**config.mk**
```make
export PLATFORM = sky130hd
export DESIGN_NAME = exception_ctrl_flat
export DESIGN_NICKNAME = d
export VERILOG_FILES = /design/src/rtl/exception_ctrl_pkg.sv /design/src/rtl/exception_ctrl_if.sv /design/src/rtl/exception_ctrl_prio_enc.sv /design/src/rtl/exception_ctrl.sv /design/src/flat_wrapper.sv
export SDC_FILE = /design/constraint.sdc
export NUM_CORES = 1
export LEC_CHECK = 0
export BUFFER_PORTS_ARGS = -buffer_cell sky130_fd_sc_hd__buf_2
export CELL_PAD_IN_SITES_DETAIL_PLACEMENT = 0
export CELL_PAD_IN_SITES_GLOBAL_PLACEMENT = 1
export CORE_ASPECT_RATIO = 1.1
export CORE_MARGIN = 2
export CORE_UTILIZATION = 31
export CTS_BUF_LIST = sky130_fd_sc_hd__clkbuf_8
export CTS_CLUSTER_DIAMETER = 80
export DETAILED_ROUTE_END_ITERATION = 6
export PLACE_DENSITY = 0.95
export SETUP_SLACK_MARGIN = 0.4
export SKIP_LAST_GASP = 1
export SLEW_MARGIN = 15
export SYNTH_ARGS = -nofsm -noshare
export SYNTH_HDL_FRONTEND = slang
export SYNTH_SLANG_ARGS = --single-unit
```
**constraint.sdc**
```tcl
create_clock -name clk -period 2.3 [get_ports clk]
set_input_delay 0.575 -clock clk [delete_from_list [all_inputs] [get_ports clk]]
set_output_delay 0.575 -clock clk [all_outputs]
set_load 0.02 [all_outputs]
```
**src/rtl/exception_ctrl_pkg.sv**
```systemverilog
// Shared exception-control definitions: exception codes, flag positions, CP0 bit fields and the
// interrupt-request helper.
package exception_ctrl_pkg;

  // Exception codes reported to CP0.
  typedef enum logic [2:0] {
    EXCEPT_NONE      = 3'd0,
    EXCEPT_INTERRUPT = 3'd1,
    EXCEPT_ILLEGAL   = 3'd2,
    EXCEPT_SYSCALL   = 3'd3,
    EXCEPT_TRAP      = 3'd4,
    EXCEPT_OVERFLOW  = 3'd5,
    EXCEPT_ERET      = 3'd6
  } exc_code_e;

  // Bit positions inside mem_exc_flags = {overflow, trap, illegal, syscall, eret}.
  localparam int unsigned CODE_ERET     = 0;
  localparam int unsigned CODE_SYSCALL  = 1;
  localparam int unsigned CODE_ILLEGAL  = 2;
  localparam int unsigned CODE_TRAP     = 3;
  localparam int unsigned CODE_OVERFLOW = 4;
  localparam int unsigned NUM_FLAGS     = 5;

  // CP0 Status / Cause fields.
  localparam int unsigned STATUS_IE    = 0;
  localparam int unsigned STATUS_EXL   = 1;
  localparam int unsigned STATUS_IM_LO = 8;
  localparam int unsigned STATUS_IM_HI = 15;
  localparam int unsigned CAUSE_IP_LO  = 8;
  localparam int unsigned CAUSE_IP_HI  = 15;
  localparam int unsigned CAUSE_TIMER  = 15;

  typedef enum logic [0:0] {
    StIdle,
    StFlush
  } exc_state_e;

  // Timer request is merged into the highest Cause IP bit before masking.
  function automatic logic irq_request(logic [15:0] status, logic [15:0] cause, logic timer);
    logic [15:0] pend;
    pend              = cause;
    pend[CAUSE_TIMER] = cause[CAUSE_TIMER] | timer;
    return status[STATUS_IE] & ~status[STATUS_EXL] &
           |(pend[CAUSE_IP_HI:CAUSE_IP_LO] & status[STATUS_IM_HI:STATUS_IM_LO]);
  endfunction

endpackage

```
**src/rtl/exception_ctrl_if.sv**
```systemverilog
// MEM-stage / CP0 side-band bundle between the pipeline and the exception controller.
interface exception_ctrl_if #(
  parameter int unsigned DATA_WIDTH = 32
);
  logic                  mem_valid;
  logic [DATA_WIDTH-1:0] mem_pc;
  logic [4:0]            mem_exc_flags;
  logic [DATA_WIDTH-1:0] cp0_status;
  logic [DATA_WIDTH-1:0] cp0_cause;
  logic [DATA_WIDTH-1:0] cp0_epc;
  logic                  timer_interrupt;
  logic [DATA_WIDTH-1:0] exception;
  logic [DATA_WIDTH-1:0] except_pc;
  logic                  flush;
  logic                  redirect;
  logic [DATA_WIDTH-1:0] new_pc;

  modport master (
    output mem_valid, mem_pc, mem_exc_flags, cp0_status, cp0_cause, cp0_epc, timer_interrupt,
    input  exception, except_pc, flush, redirect, new_pc
  );

  modport slave (
    input  mem_valid, mem_pc, mem_exc_flags, cp0_status, cp0_cause, cp0_epc, timer_interrupt,
    output exception, except_pc, flush, redirect, new_pc
  );
endinterface

```
**src/rtl/exception_ctrl_prio_enc.sv**
```systemverilog
// Fixed-priority selection of the single reported exception:
// interrupt > illegal > syscall > trap > overflow > eret.
module exc_prio_enc
  import exception_ctrl_pkg::*;
(
  input  logic                 irq,
  input  logic [NUM_FLAGS-1:0] flags,
  output exc_code_e            code
);

  always_comb begin
    code = EXCEPT_NONE;
    if (irq) begin
      code = EXCEPT_INTERRUPT;
    end else if (flags[CODE_ILLEGAL]) begin
      code = EXCEPT_ILLEGAL;
    end else if (flags[CODE_SYSCALL]) begin
      code = EXCEPT_SYSCALL;
    end else if (flags[CODE_TRAP]) begin
      code = EXCEPT_TRAP;
    end else if (flags[CODE_OVERFLOW]) begin
      code = EXCEPT_OVERFLOW;
    end else if (flags[CODE_ERET]) begin
      code = EXCEPT_ERET;
    end
  end

endmodule

```
**src/rtl/exception_ctrl.sv**
```systemverilog
// Exception controller: detects MEM-stage exceptions/interrupts, reports the winner to CP0,
// redirects fetch and flushes the pipeline for FLUSH_CYCLES cycles.
module exception_ctrl
  import exception_ctrl_pkg::*;
#(
  parameter int unsigned           DATA_WIDTH   = 32,
  parameter logic [DATA_WIDTH-1:0] EXC_VECTOR   = 32'h0000_0020,
  parameter int unsigned           FLUSH_CYCLES = 2
) (
  input logic             clk,
  input logic             rst_n,
  exception_ctrl_if.slave bus
);

  localparam logic [2:0] FLUSH_CNT = 3'(FLUSH_CYCLES);
  localparam int unsigned CODE_W   = $bits(exc_code_e);

  exc_state_e            state_q;
  logic [2:0]            cnt_q;
  logic                  pending_q;
  logic [DATA_WIDTH-1:0] exception_q;
  logic [DATA_WIDTH-1:0] except_pc_q;
  logic                  flush_q;
  logic                  redirect_q;
  logic [DATA_WIDTH-1:0] new_pc_q;

  logic      irq_req;
  logic      irq_any;
  logic      detect;
  logic      irq_taken;
  exc_code_e win_code;

  assign irq_req = irq_request(bus.cp0_status[15:0], bus.cp0_cause[15:0], bus.timer_interrupt);
  assign irq_any = pending_q | irq_req;

  exc_prio_enc u_prio (
    .irq   (irq_any),
    .flags (bus.mem_exc_flags),
    .code  (win_code)
  );

  // Interrupts only ride on a valid instruction, so mem_valid gates everything.
  assign detect    = (state_q == StIdle) && bus.mem_valid && (win_code != EXCEPT_NONE);
  assign irq_taken = detect && irq_any;

  always_ff @(posedge clk or negedge rst_n) begin
    if (!rst_n) begin
      state_q     <= StIdle;
      cnt_q       <= '0;
      pending_q   <= 1'b0;
      exception_q <= '0;
      except_pc_q <= '0;
      flush_q     <= 1'b0;
      redirect_q  <= 1'b0;
      new_pc_q    <= '0;
    end else begin
      pending_q   <= irq_req & ~irq_taken;
      exception_q <= '0;
      except_pc_q <= '0;
      redirect_q  <= 1'b0;
      new_pc_q    <= '0;
      unique case (state_q)
        StIdle: begin
          if (detect) begin
            state_q     <= StFlush;
            cnt_q       <= FLUSH_CNT;
            flush_q     <= 1'b1;
            exception_q <= {{(DATA_WIDTH - CODE_W){1'b0}}, win_code};
            except_pc_q <= bus.mem_pc;
            redirect_q  <= 1'b1;
            new_pc_q    <= (win_code == EXCEPT_ERET) ? bus.cp0_epc : EXC_VECTOR;
          end
        end
        StFlush: begin
          if (cnt_q == 3'd1) begin
            state_q <= StIdle;
            cnt_q   <= '0;
            flush_q <= 1'b0;
          end else begin
            cnt_q <= cnt_q - 3'd1;
          end
        end
        default: state_q <= StIdle;
      endcase
    end
  end

  assign bus.exception = exception_q;
  assign bus.except_pc = except_pc_q;
  assign bus.flush     = flush_q;
  assign bus.redirect  = redirect_q;
  assign bus.new_pc    = new_pc_q;

endmodule

```
**src/flat_wrapper.sv**
```systemverilog
// flat-port wrapper written by rule: the top's interface ports become plain ports
module exception_ctrl_flat import exception_ctrl_pkg::*;
#(
  parameter int unsigned           DATA_WIDTH   = 32,
  parameter logic [DATA_WIDTH-1:0] EXC_VECTOR   = 32'h0000_0020,
  parameter int unsigned           FLUSH_CYCLES = 2
)
  (clk, rst_n, bus_mem_valid, bus_mem_pc, bus_mem_exc_flags, bus_cp0_status, bus_cp0_cause, bus_cp0_epc, bus_timer_interrupt, bus_exception, bus_except_pc, bus_flush, bus_redirect, bus_new_pc);
  exception_ctrl_if #(.DATA_WIDTH(DATA_WIDTH)) bus_i ();
  input logic clk;
  input logic rst_n;
  input wire logic [$bits(bus_i.mem_valid)-1:0] bus_mem_valid;
  input wire logic [$bits(bus_i.mem_pc)-1:0] bus_mem_pc;
  input wire logic [$bits(bus_i.mem_exc_flags)-1:0] bus_mem_exc_flags;
  input wire logic [$bits(bus_i.cp0_status)-1:0] bus_cp0_status;
  input wire logic [$bits(bus_i.cp0_cause)-1:0] bus_cp0_cause;
  input wire logic [$bits(bus_i.cp0_epc)-1:0] bus_cp0_epc;
  input wire logic [$bits(bus_i.timer_interrupt)-1:0] bus_timer_interrupt;
  output wire logic [$bits(bus_i.exception)-1:0] bus_exception;
  output wire logic [$bits(bus_i.except_pc)-1:0] bus_except_pc;
  output wire logic [$bits(bus_i.flush)-1:0] bus_flush;
  output wire logic [$bits(bus_i.redirect)-1:0] bus_redirect;
  output wire logic [$bits(bus_i.new_pc)-1:0] bus_new_pc;
  assign bus_i.mem_valid = bus_mem_valid;
  assign bus_i.mem_pc = bus_mem_pc;
  assign bus_i.mem_exc_flags = bus_mem_exc_flags;
  assign bus_i.cp0_status = bus_cp0_status;
  assign bus_i.cp0_cause = bus_cp0_cause;
  assign bus_i.cp0_epc = bus_cp0_epc;
  assign bus_i.timer_interrupt = bus_timer_interrupt;
  assign bus_exception = bus_i.exception;
  assign bus_except_pc = bus_i.except_pc;
  assign bus_flush = bus_i.flush;
  assign bus_redirect = bus_i.redirect;
  assign bus_new_pc = bus_i.new_pc;
  exception_ctrl #(.DATA_WIDTH(DATA_WIDTH), .EXC_VECTOR(EXC_VECTOR), .FLUSH_CYCLES(FLUSH_CYCLES)) u_core (.clk(clk), .rst_n(rst_n), .bus(bus_i));
endmodule
```
==> results_tabular.tex, run 1 <==
\begin{tabular}{lr}
\hline
Metric & Value \\
\hline
\multicolumn{2}{l}{\textbf{Run status}} \\
Run status & complete, no violations \\
\multicolumn{2}{l}{\textbf{Yosys}} \\
Synth cell types & 33 \\
Area share of the largest cell type after synthesis & 0.6390 \\
Cell taking the most area after synthesis & dfrtp\_1 \\
Synthesized netlist cell count & between 200 and 250 \\
Fraction of the yosys area taken by sequential cells & 0.6390 \\
Count of warnings emitted by yosys & 0 \\
Top cells by area in the synthesized netlist & dfrtp\_1 (64\%), nor3b\_1 (8.3\%), buf\_4 (7.5\%) \\
Leading cell types by count after synthesis & dfrtp\_1 (74), nor3b\_1 (32), and2\_1 (31) \\
Netlist area before placement & 2898 sq um \\
Average instance area after synthesis & 12.94 sq um \\
Flip-flop and latch count after synthesis & between 70 and 80 \\
EDFF count, synth & 0 \\
Ys flop type & dfrtp\_1 \\
Share of flip-flops with an asynchronous set or reset after synthesis & 1.000 \\
Most common cell in the netlist & dfrtp\_1 \\
\multicolumn{2}{l}{\textbf{Floorplanning}} \\
Starting utilization of the core area & 0.3145 \\
Die outline width & 96.19 um \\
Die Area & 10140 sq um \\
Die Y-Extent & 105.4 um \\
Count of pins on the block boundary & 235 \\
Site row count & 37 \\
Core area & 9213 sq um \\
\multicolumn{2}{l}{\textbf{GRT}} \\
Antenna violations before repair & 1 \\
Global route overflow & 0 \\
Aggregate global-route resource usage & 0.1378 \\
First-pass GRT wire length & around 11 mm \\
Maximum number of pins on one net before global-route repair & 48 \\
Via count of the first global-routing pass & 2168 \\
\multicolumn{2}{l}{\textbf{Critical path}} \\
Critical Path End Type & flip-flop \\
Type of the worst setup path & input port to flip-flop \\
Setup crit start kind & input port \\
Max FO, Critical Path & 11 \\
Data required time at the worst endpoint & 2.52 ns \\
Data arrival time of the critical path & 2.14 ns \\
\multicolumn{2}{l}{\textbf{Timing}} \\
Highest clock frequency the design can meet & 0.5203 GHz \\
Max Slew Vio Count & 0 \\
Setup repair after global routing missed its margin & yes \\
Final worst path period share & 0.8357 \\
Final Hold Viols & 0 \\
Max Clock Skew & between 0.01 and 0.015 ns \\
Final setup violation count & 0 \\
Post-layout minimum cycle time & around 1.9 ns \\
Setup TNS & 0 ns \\
\multicolumn{2}{l}{\textbf{Power}} \\
Share of total power consumed by net switching & 0.3090 \\
Int Pwr & 2234 uW \\
Switching component of the power & 998.9 uW \\
LEAKAGE & 0.002292 uW \\
Power share of the clock group & 0.325 \\
Sequential share of power & 0.464 \\
VDD IR-drop max & 0.0002866 V \\
Fraction of power consumed by combinational cells & 0.211 \\
Power density over the cells & 788.9 nW/um\^{}2 \\
Total power of the final layout & between 3000 and 4000 uW \\
\multicolumn{2}{l}{\textbf{CTS}} \\
Hold buffers post-CTS & 0 \\
Inserted Clock Buffers & 9 \\
Clk Latency, worst-skew pair & 0.35 ns \\
CTS tree & yes \\
H-Tree Level Count & 3 \\
Buffer cell driving the clock tree root & clkbuf\_8 \\
Number of buffers between clock root and the deepest sink & 2 \\
Clock transition time at the flip-flop clock pins of the worst setup and hold paths & 0.08 ns \\
TritonCTS sink count & 74 \\
\multicolumn{2}{l}{\textbf{Drt}} \\
Final wirelength & roughly 7.3 mm \\
Number of DRC violations after detailed routing & 0 \\
Detailed-routing iteration count for the pre-antenna-repair pass & 4 \\
Remaining antenna violation count after routing & 0 \\
Number of vias after detailed routing & 2266 \\
1st-iter DRT viols & 80 \\
Via/cell ratio & 4.383 \\
Routed length per placed instance & 14.10 um \\
\multicolumn{2}{l}{\textbf{Layout}} \\
Layout filler cell count & 885 \\
Final core area utilization & 0.4448 \\
Storage element area & 1852 sq um \\
Post-layout nets & 534 \\
Number of antenna repair diodes & 0 \\
Fraction of layout cells with a size suffix above 1 & 0.5075 \\
Combined area of the multi-input logic cells & 879.6 sq um \\
Growth of design area from synthesis to finish & 41.41\% \\
\multicolumn{2}{l}{\textbf{Place}} \\
Post-detailed-placement half-perimeter wirelength & 5.140 mm \\
Count of buffers inserted at the top-level ports & 159 \\
Placer Congestion & about 0.7 \\
\multicolumn{2}{l}{\textbf{Min path}} \\
Class of the most critical hold timing path & input port to asynchronous set/reset pin \\
\multicolumn{2}{l}{\textbf{Flow run}} \\
Number of maximum-capacitance constraint violations & 0 \\
\hline
\end{tabular}
==> placed cells by master, fill, tap and decap left out, types with 2 or more instances in the layout <==
cell         n
buf_4        5
inv_6        2
nor3b_1     31
buf_2      156
a21oi_1      4
and2_4      10
a2111oi_4    2
o21ai_0      3
buf_6        8
inv_1        3
ha_1         2
clkinv_4     2
dfrtp_1     74
nor2b_1      2
o21ai_1      3
nand2_1      7
buf_12       2
conb_1      29
and2_1      21
clkbuf_16    2
nor2_1       3
a22oi_1      2
clkbuf_8    10
==> path summary, 6_finish.rpt <==
kind / to / from / slack (ns) / cells past startpoint
max: u_core.bus.except_pc[19] / bus_cp0_status[11] / 0.38 / 8
min: u_core.bus.flush / rst_n / 0.14 / 1
max reg2reg: u_core.bus.exception[1] / u_core.state_q / 0.69 / 4
min reg2reg: u_core.bus.flush / u_core.bus.flush / 0.49 / 2
max in group asynchronous: u_core.bus.new_pc[31] / rst_n / 1.59 / 2
min in group clk: u_core.bus.new_pc[15] / bus_cp0_epc[15] / 0.43 / 2
==> worst max-delay path, stage by stage <==
cell and delay [ns]:
buf_6 0.09, a222oi_1 0.40, nand4_2 0.14, buf_6 0.17, a2111oi_4 0.34, buf_4 0.19
buf_6 0.15, nor3b_1 0.07
==> sequential cells by signal (all words and copies together), names as in the netlist <==
signal                count
u_core.bus.except_pc     32
u_core.bus.new_pc        32
u_core.bus.exception      3
u_core.cnt_q              3
u_core.bus.flush          1
u_core.bus.redirect       1
u_core.pending_q          1
u_core.state_q            1
==> timing repair <==
item	in CTS	in global routing
gates resized for setup	5	13
pin swaps	0	3
buffers inserted	1	1
cloned	1	3
setup endpoints to repair	24	59
==> power groups by stage <==
stage | sequential, uW | combinational, uW | clock [uW]
global route | 1510 | 756 | 1160
finish | 1500 | 683 | 1050
detailed placement | 1520 | 677 | 0
global placement | 1510 | 656 | 0
CTS | 1500 | 688 | 1090
floorplan | 1650 | 313 | 0
==> metal layers <==
metal / routed length, um / share of wire / global-route usage / up-vias
met4: 107 / 0.015 / 0.05204 / 2
met3: 765 / 0.10 / 0.05361 / 10
met1: 2886 / 0.40 / 0.1686 / 1109
li1: - / - / - / 1026
met2: 3518 / 0.48 / 0.2173 / 119
met5: 11 / 0.0015 / 0 / -
==> logic make-up (layout without fill, tap and decap cells) <==
| kind of cell | after synthesis | in the layout | share of synthesized area |
|---|---|---|---|
| xor+xnor | 1 | 1 | 0.003023 |
| buf+inv | 44 | 192 | 0.1041 |
| simple gates | 81 | 81 | 0.1822 |
| flops | 74 | 74 | 0.6390 |
| compound gates | 21 | 21 | 0.06174 |
| other cells | 1 | 29 | 0.001294 |
| fa+ha+maj | 2 | 2 | 0.008634 |
==> final cells by class <==
| cell class | instances | share of cell area |
|---|---|---|
| tap | 117 | 0.03573 |
| clock buffer | 10 | 0.03359 |
| inverter | 3 | 0.002748 |
| multi-input combinational | 134 | 0.2147 |
| sequential | 74 | 0.4519 |
| timing repair buffer | 173 | 0.2437 |
| clock inverter | 6 | 0.01771 |
==> per-stage QoR <==
stage	area [sq um]	cells	setup slack (ns)	hold WS, ns
5_1_grt	4098	517	0.2786	0.1400
4_1_cts	3988	513	0.3514	0.1377
3_3_place_gp	3747	495	0.001251	0.4677
6_report	4098	517	0.3779	0.1408
3_5_place_dp	3747	495	-0.03309	0.4761
2_1_floorplan	3008	252	0.3044	0.2794
Power figures use the tool's default switching activity.
==> run 2, diff against run 1 <==
--- a/config.mk
+++ b/config.mk
@@ -10,11 +10,11 @@
 export CELL_PAD_IN_SITES_GLOBAL_PLACEMENT = 1
 export CORE_ASPECT_RATIO = 1.1
 export CORE_MARGIN = 2
-export CORE_UTILIZATION = 31
+export CORE_UTILIZATION = 29
 export CTS_BUF_LIST = sky130_fd_sc_hd__clkbuf_8
 export CTS_CLUSTER_DIAMETER = 80
 export DETAILED_ROUTE_END_ITERATION = 6
-export PLACE_DENSITY = 0.95
+export PLACE_DENSITY = 0.9
 export SETUP_SLACK_MARGIN = 0.4
 export SKIP_LAST_GASP = 1
 export SLEW_MARGIN = 15
==> constraint.sdc (replaced) <==
create_clock -name clk -period 1.9 [get_ports clk]
set_input_delay 0.475 -clock clk [delete_from_list [all_inputs] [get_ports clk]]
set_output_delay 0.475 -clock clk [all_outputs]
set_load 0.02 [all_outputs]
==> results_tabular.tex, run 2 (same netlist as run 1, synthesis figures left out) <==
\begin{tabular}{lr}
\hline
Metric & Value \\
\hline
\multicolumn{2}{l}{\textbf{Floorplanning}} \\
Die Area & 10810 sq um (was 10140 sq um) \\
Core area & 9794 sq um (was 9213 sq um) \\
Die outline width & 99.31 um (was 96.19 um) \\
Starting utilization of the core area & 0.2959 (was 0.3145) \\
Site row count & 38 (was 37) \\
Count of pins on the block boundary & 235 (unchanged) \\
Die Y-Extent & 108.8 um (was 105.4 um) \\
\multicolumn{2}{l}{\textbf{Power}} \\
Fraction of power consumed by combinational cells & 0.234 (was 0.211) \\
Sequential share of power & 0.437 (was 0.464) \\
VDD IR-drop max & 0.0003769 V (was 0.0002866 V) \\
LEAKAGE & 0.002401 uW (was 0.002292 uW) \\
Int Pwr & 2930 uW (was 2234 uW) \\
Switching component of the power & 1209 uW (was 998.9 uW) \\
Power density over the cells & 936.1 nW/um\^{}2 (was 788.9 nW/um\^{}2) \\
Total power of the final layout & 4139 uW (was 3233 uW) \\
Power share of the clock group & 0.329 (was 0.325) \\
Share of total power consumed by net switching & 0.2922 (was 0.3090) \\
\multicolumn{2}{l}{\textbf{Critical path}} \\
Critical Path End Type & flip-flop (unchanged) \\
Setup crit start kind & input port (unchanged) \\
Type of the worst setup path & input port to flip-flop (unchanged) \\
Data arrival time of the critical path & 1.99 ns (was 2.14 ns) \\
Data required time at the worst endpoint & 2.11 ns (was 2.52 ns) \\
Max FO, Critical Path & 8 (was 11) \\
\multicolumn{2}{l}{\textbf{Run status}} \\
Run status & complete, no violations (unchanged) \\
\multicolumn{2}{l}{\textbf{GRT}} \\
Via count of the first global-routing pass & 2008 (was 2168) \\
Maximum number of pins on one net before global-route repair & 43 (was 48) \\
Antenna violations before repair & 0 (was 1) \\
Global route overflow & 0 (unchanged) \\
Aggregate global-route resource usage & 0.1191 (was 0.1378) \\
First-pass GRT wire length & 9.804 mm (was 10.58 mm) \\
\multicolumn{2}{l}{\textbf{Flow run}} \\
Number of maximum-capacitance constraint violations & 0 (unchanged) \\
\multicolumn{2}{l}{\textbf{Timing}} \\
Highest clock frequency the design can meet & 0.5630 GHz \\
Worst Setup Slack, final & 0.1237 ns (was 0.3779 ns) \\
Setup TNS & 0 ns (unchanged) \\
Max Clock Skew & 0.006391 ns (was 0.01460 ns) \\
Final setup violation count & 0 (unchanged) \\
Post-layout minimum cycle time & around 1.8 ns \\
Setup repair after global routing missed its margin & yes (unchanged) \\
Final worst path period share & 0.9349 \\
Final Hold Viols & 0 (unchanged) \\
Max Slew Vio Count & 0 (unchanged) \\
Worst hold slack after final layout & 0.07063 ns (was 0.1408 ns) \\
\multicolumn{2}{l}{\textbf{Layout}} \\
Most frequent standard cell in the layout excluding fill and tap cells & buf\_2 (unchanged) \\
Layout filler cell count & 920 (was 885) \\
Fraction of layout cells with a size suffix above 1 & 0.5782 (was 0.5075) \\
Storage element area & 1852 sq um (unchanged) \\
Top library cells by usage in the layout, fill and taps aside & buf\_2 (156), dfrtp\_1 (74), and2\_1 (31), conb\_1 (29), nor3b\_2 (25) (was buf\_2 (156), dfrtp\_1 (74), nor3b\_1 (31), conb\_1 (29), and2\_1 (21)) \\
Growth of design area from synthesis to finish & 52.59\% (was 41.41\%) \\
Number of antenna repair diodes & 0 (unchanged) \\
Post-layout nets & 537 (was 534) \\
Finished Layout Cells & 523 (was 517) \\
Combined area of the multi-input logic cells & 1080 sq um (was 879.6 sq um) \\
\multicolumn{2}{l}{\textbf{CTS}} \\
Inserted Clock Buffers & 9 (unchanged) \\
Clk Latency, worst-skew pair & 0.34 ns (was 0.35 ns) \\
Hold buffers post-CTS & 0 (unchanged) \\
Clock transition time at the flip-flop clock pins of the worst setup and hold paths & 0.07 ns (was 0.08 ns) \\
Buffer cell driving the clock tree root & clkbuf\_8 (unchanged) \\
CTS tree & yes (unchanged) \\
H-Tree Level Count & 3 (unchanged) \\
TritonCTS sink count & 74 (unchanged) \\
Number of buffers between clock root and the deepest sink & 2 (unchanged) \\
\multicolumn{2}{l}{\textbf{Drt}} \\
1st-iter DRT viols & 56 (was 80) \\
Remaining antenna violation count after routing & 0 (unchanged) \\
Number of vias after detailed routing & 2192 (was 2266) \\
Routed length per placed instance & 13.27 um (was 14.10 um) \\
Final wirelength & 6.941 mm (was 7.289 mm) \\
Number of DRC violations after detailed routing & 0 (unchanged) \\
Detailed-routing iteration count for the pre-antenna-repair pass & 4 (unchanged) \\
Via/cell ratio & 4.191 (was 4.383) \\
\multicolumn{2}{l}{\textbf{Place}} \\
Post-detailed-placement half-perimeter wirelength & 4.697 mm (was 5.140 mm) \\
Placement Setup Slack & -0.2583 ns (was -0.03309 ns) \\
Number of cells in the design after placement & 498 (was 495) \\
Count of buffers inserted at the top-level ports & 159 (unchanged) \\
Placer Congestion & 0.7382 (was 0.6883) \\
\multicolumn{2}{l}{\textbf{Min path}} \\
Class of the most critical hold timing path & input port to asynchronous set/reset pin (unchanged) \\
\hline
\end{tabular}
-- run 2: cell count changes in the layout (fill, tap and decap cells not counted), sizes merged --
cell	before	now
buf	171	173
bufinv	1	2
clkbuf	12	14
clkinvlp	1	0
inv	5	4
-- run 2: critical path, cell delays in order --
cell and delay, ns:
buf_6 0.09, a222oi_1 0.38, nand4_2 0.21, a2111oi_4 0.34
buf_6 0.26, clkbuf_16 0.19, nor3b_2 0.04
-- run 2: layer usage --
layer / up-vias / routed length, um / GRT usage
li1: 1033 / - / -
met5: - / 0 / 0
met1: 1033 / 2719 / 0.1444
met3: 7 / 553 / 0.03782
met2: 119 / 3552 / 0.1935
met4: 0 / 116 / 0.05577
-- run 2: stage by stage --
stage               area (sq um)    util
floorplan                   3008       -
global placement            3764  0.3843
detailed placement          3764  0.3843
CTS                         4123  0.4209
global route                4422  0.4515
finish                      4422  0.4515
-- run 2: final timing paths --
kind	from	to	slack, ns	depth (start not counted)
worst max-delay path	bus_cp0_status[11]	u_core.bus.except_pc[5]	0.12	7
worst min-delay path	rst_n	u_core.bus.except_pc[28]	0.07	1
worst max register to register	u_core.state_q	u_core.bus.except_pc[21]	0.17	4
worst min register to register	u_core.bus.flush	u_core.bus.flush	0.50	2
max in group asynchronous	rst_n	u_core.bus.except_pc[19]	1.26	2
min in group clk	bus_cp0_epc[31]	u_core.bus.new_pc[31]	0.34	2
-- run 2: power by group through the flow --
stage	Sequential, uW	Combinational [uW]	Clock, uW
after floorplan	1990	379	0
after global placement	1840	805	0
after detailed placement	1840	827	0
after CTS	1810	861	1410
after global routing	1830	1060	1480
final	1810	968	1360
-- run 2: cell type report --
type,count,share of cell area
Sequential cell,74,0.4188
Timing Repair Buffer,176,0.2487
Multi-Input combinational cell,134,0.2442
Clock buffer,11,0.03424
Tap cell,120,0.03396
Clock inverter,5,0.01754
Inverter,3,0.002547
-- run 2: what timing repair did --
item / 4_1_cts / 5_1_grt
pin swaps: 5 / 7
cloned: 3 / 4
endpoints found under the setup margin: 71 / 73
gates resized for setup: 11 / 42
buffers inserted: 2 / 0
==> run 3, diff against run 2 <==
--- a/config.mk
+++ b/config.mk
@@ -5,16 +5,17 @@
 export SDC_FILE = /design/constraint.sdc
 export NUM_CORES = 1
 export LEC_CHECK = 0
+export ABC_AREA = 1
 export BUFFER_PORTS_ARGS = -buffer_cell sky130_fd_sc_hd__buf_2
 export CELL_PAD_IN_SITES_DETAIL_PLACEMENT = 0
 export CELL_PAD_IN_SITES_GLOBAL_PLACEMENT = 1
 export CORE_ASPECT_RATIO = 1.1
 export CORE_MARGIN = 2
-export CORE_UTILIZATION = 29
+export CORE_UTILIZATION = 27
 export CTS_BUF_LIST = sky130_fd_sc_hd__clkbuf_8
 export CTS_CLUSTER_DIAMETER = 80
 export DETAILED_ROUTE_END_ITERATION = 6
-export PLACE_DENSITY = 0.9
+export PLACE_DENSITY = 0.88
 export SETUP_SLACK_MARGIN = 0.4
 export SKIP_LAST_GASP = 1
 export SLEW_MARGIN = 15
==> results_tabular.tex, run 3 <==
\begin{tabular}{lr}
\hline
Metric & Value \\
\hline
\multicolumn{2}{l}{\textbf{Run status}} \\
Run status & complete, no violations (unchanged) \\
\multicolumn{2}{l}{\textbf{Power}} \\
Share of total power consumed by net switching & 0.3147 (was 0.2922) \\
Power share of the clock group & 0.298 (was 0.329) \\
Power density over the cells & 981.3 nW/um\^{}2 (was 936.1 nW/um\^{}2) \\
Switching component of the power & 1334 uW (was 1209 uW) \\
Sequential share of power & 0.428 (was 0.437) \\
Int Pwr & 2904 uW (was 2930 uW) \\
Fraction of power consumed by combinational cells & 0.274 (was 0.234) \\
VDD IR-drop max & 0.0002891 V (was 0.0003769 V) \\
LEAKAGE & 0.002630 uW (was 0.002401 uW) \\
\multicolumn{2}{l}{\textbf{Flow run}} \\
Number of maximum-capacitance constraint violations & 0 (unchanged) \\
\multicolumn{2}{l}{\textbf{Layout}} \\
Post-layout nets & 630 (was 537) \\
Finished Layout Cells & 643 (was 523) \\
Top library cells by usage in the layout, fill and taps aside & buf\_2 (158), dfrtp\_1 (74), nor2\_1 (69), nand2\_1 (57), inv\_1 (44) (was buf\_2 (156), dfrtp\_1 (74), and2\_1 (31), conb\_1 (29), nor3b\_2 (25)) \\
Fraction of layout cells with a size suffix above 1 & 0.4173 (was 0.5782) \\
Most frequent standard cell in the layout excluding fill and tap cells & buf\_2 (unchanged) \\
Number of antenna repair diodes & 0 (unchanged) \\
Growth of design area from synthesis to finish & 46.04\% (was 52.59\%) \\
Final instance area & 4318 sq um (was 4422 sq um) \\
\multicolumn{2}{l}{\textbf{Yosys}} \\
Leading cell types by count after synthesis & dfrtp\_1 (74), nor2\_1 (72), nand2\_1 (60) (was dfrtp\_1 (74), nor3b\_1 (32), and2\_1 (31)) \\
Cell taking the most area after synthesis & dfrtp\_1 (unchanged) \\
Fraction of the yosys area taken by sequential cells & 0.6263 (was 0.6390) \\
Most common cell in the netlist & dfrtp\_1 (unchanged) \\
Synthesized netlist cell count & 315 (was 224) \\
Ys flop type & dfrtp\_1 (unchanged) \\
Count of warnings emitted by yosys & 0 (unchanged) \\
Netlist area before placement & 2957 sq um (was 2898 sq um) \\
Average instance area after synthesis & 9.386 sq um (was 12.94 sq um) \\
Share of flip-flops with an asynchronous set or reset after synthesis & 1.000 (unchanged) \\
Area share of the largest cell type after synthesis & 0.6263 (was 0.6390) \\
Top cells by area in the synthesized netlist & dfrtp\_1 (63\%), buf\_4 (9.1\%), nor2\_1 (9.1\%) (was dfrtp\_1 (64\%), nor3b\_1 (8.3\%), buf\_4 (7.5\%)) \\
Flip-flop and latch count after synthesis & 74 (unchanged) \\
EDFF count, synth & 0 (unchanged) \\
Synth cell types & 18 (was 33) \\
\multicolumn{2}{l}{\textbf{Place}} \\
Number of cells in the design after placement & 615 (was 498) \\
Placement-stage cell area & 3852 sq um (was 3764 sq um) \\
Placer Congestion & 0.7018 (was 0.7382) \\
Post-detailed-placement half-perimeter wirelength & 5.063 mm (was 4.697 mm) \\
Count of buffers inserted at the top-level ports & 159 (unchanged) \\
Placement Setup Slack & 0.04866 ns (was -0.2583 ns) \\
\multicolumn{2}{l}{\textbf{Drt}} \\
1st-iter DRT viols & 93 (was 56) \\
Number of DRC violations after detailed routing & 0 (unchanged) \\
Routed length per placed instance & 11.73 um (was 13.27 um) \\
Detailed-routing iteration count for the pre-antenna-repair pass & 4 (unchanged) \\
Final wirelength & 7.543 mm (was 6.941 mm) \\
Number of vias after detailed routing & 2501 (was 2192) \\
Via/cell ratio & 3.890 (was 4.191) \\
Remaining antenna violation count after routing & 0 (unchanged) \\
\multicolumn{2}{l}{\textbf{Floorplanning}} \\
Count of pins on the block boundary & 235 (unchanged) \\
Die outline width & 103.8 um (was 99.31 um) \\
Site row count & 40 (was 38) \\
Die Area & 11800 sq um (was 10810 sq um) \\
Core area & 10810 sq um (was 9794 sq um) \\
Starting utilization of the core area & 0.2735 (was 0.2959) \\
Die Y-Extent & 113.8 um (was 108.8 um) \\
\multicolumn{2}{l}{\textbf{Timing}} \\
Max Slew Vio Count & 0 (unchanged) \\
Post-layout minimum cycle time & 1.462 ns (was 1.776 ns) \\
Final Hold Viols & 0 (unchanged) \\
Worst Setup Slack, final & 0.4379 ns (was 0.1237 ns) \\
Final setup violation count & 0 (unchanged) \\
Worst hold slack after final layout & 0.08410 ns (was 0.07063 ns) \\
Final worst path period share & 0.7695 (was 0.9349) \\
Setup repair after global routing missed its margin & no (was yes) \\
Setup TNS & 0 ns (unchanged) \\
Highest clock frequency the design can meet & 0.6839 GHz (was 0.5630 GHz) \\
Max Clock Skew & 0.005622 ns (was 0.006391 ns) \\
\multicolumn{2}{l}{\textbf{GRT}} \\
First-pass GRT wire length & 10.81 mm (was 9.804 mm) \\
Aggregate global-route resource usage & 0.1178 (was 0.1191) \\
Antenna violations before repair & 0 (unchanged) \\
Maximum number of pins on one net before global-route repair & 41 (was 43) \\
Global route overflow & 0 (unchanged) \\
Via count of the first global-routing pass & 2340 (was 2008) \\
\multicolumn{2}{l}{\textbf{CTS}} \\
Clk Latency, worst-skew pair & 0.34 ns (about the same) \\
CTS tree & yes (unchanged) \\
Inserted Clock Buffers & 9 (unchanged) \\
Hold buffers post-CTS & 0 (unchanged) \\
Number of buffers between clock root and the deepest sink & 2 (unchanged) \\
H-Tree Level Count & 3 (unchanged) \\
TritonCTS sink count & 74 (unchanged) \\
Buffer cell driving the clock tree root & clkbuf\_8 (unchanged) \\
Clock transition time at the flip-flop clock pins of the worst setup and hold paths & 0.07 ns (about the same) \\
\multicolumn{2}{l}{\textbf{Critical path}} \\
Data arrival time of the critical path & 1.70 ns (was 1.99 ns) \\
Data required time at the worst endpoint & 2.14 ns (was 2.11 ns) \\
Setup crit start kind & input port (unchanged) \\
Max FO, Critical Path & 9 (was 8) \\
Critical Path End Type & flip-flop (unchanged) \\
Type of the worst setup path & input port to flip-flop (unchanged) \\
\multicolumn{2}{l}{\textbf{Min path}} \\
Class of the most critical hold timing path & input port to asynchronous set/reset pin (unchanged) \\
\hline
\end{tabular}
==> run 3: cell count changes in the layout (fill, tap and decap cells not counted), moves of 3 or more <==
cell and delta:
and2_1 -31, buf_16 -3, buf_6 -3, inv_1 +40, inv_2 +4, nand2_1 +50, nand2_4 +3, nand3_1 +6
nor2_1 +67, nor3b_2 -25, nor3b_4 -6, o21ai_2 -3
==> run 3: final timing paths <==
check,startpoint,to,slack [ns],cells after the start
max,bus_mem_exc_flags[4],u_core.bus.new_pc[25],0.44,8
min,rst_n,u_core.bus.except_pc[10],0.08,1
max reg2reg,u_core.state_q,u_core.pending_q,0.58,7
max in group asynchronous,rst_n,u_core.bus.except_pc[30],1.25,2
min reg2reg,u_core.bus.flush,u_core.bus.flush,0.51,2
min in group clk,bus_mem_pc[0],u_core.bus.except_pc[0],0.33,3
==> run 3: cell type report <==
| type | count | area, sq um |
|---|---|---|
| clock buffer | 12 | 165.2 |
| clock inverter | 4 | 48.80 |
| fill | 1100 | 6492 |
| inverter | 49 | 186.4 |
| multi-input combinational | 183 | 813.3 |
| sequential | 74 | 1852 |
| tap | 147 | 183.9 |
| timing repair buffer | 174 | 1069 |
==> run 3: kinds of logic after synthesis <==
family / share of synthesized area
simple gates: 0.1866
buf+inv: 0.1608
fa+ha+maj: 0.008462
flops: 0.6263
compound gates: 0.01354
other cells: 0.001268
xor+xnor: 0.002963
==> run 3: through the flow <==
step / power (uW) / utilization
3_5_place_dp: 2796 / 0.3564
2_1_floorplan: 2476 / -
6_report: 4237 / 0.3994
4_1_cts: 4083 / 0.3762
5_1_grt: 4517 / 0.3994
3_3_place_gp: 2759 / 0.3564
==> run 3: metal layers <==
layer	routed length, um	track usage
met3	566	0.03771
met5	0	0
met1	3107	0.1282
met2	3744	0.2079
met4	125	0.05946
==> run 3: repair_timing <==
action | CTS | global route
resized for setup | 0 | 18
endpoints found under the setup margin | 0 | 67
endpoints found under the hold margin | 0 | 0
buffers inserted | 0 | 3
==> run 3: power groups by stage <==
stage          Combinational [uW]  Clock (uW)  Sequential, uW
2_1_floorplan                 480           0            2000
3_3_place_gp                  927           0            1830
3_5_place_dp                  953           0            1840
4_1_cts                       956        1310            1810
5_1_grt                      1300        1390            1830
6_report                     1160        1260            1810
==> run 3: critical path: stages <==
cell,delay (ns)
buf_2,0.11
nor2_1,0.18
a21oi_1,0.12
o211ai_1,0.31
nand2_4,0.14
nand2_8,0.15
clkbuf_16,0.17
nor2_1,0.05
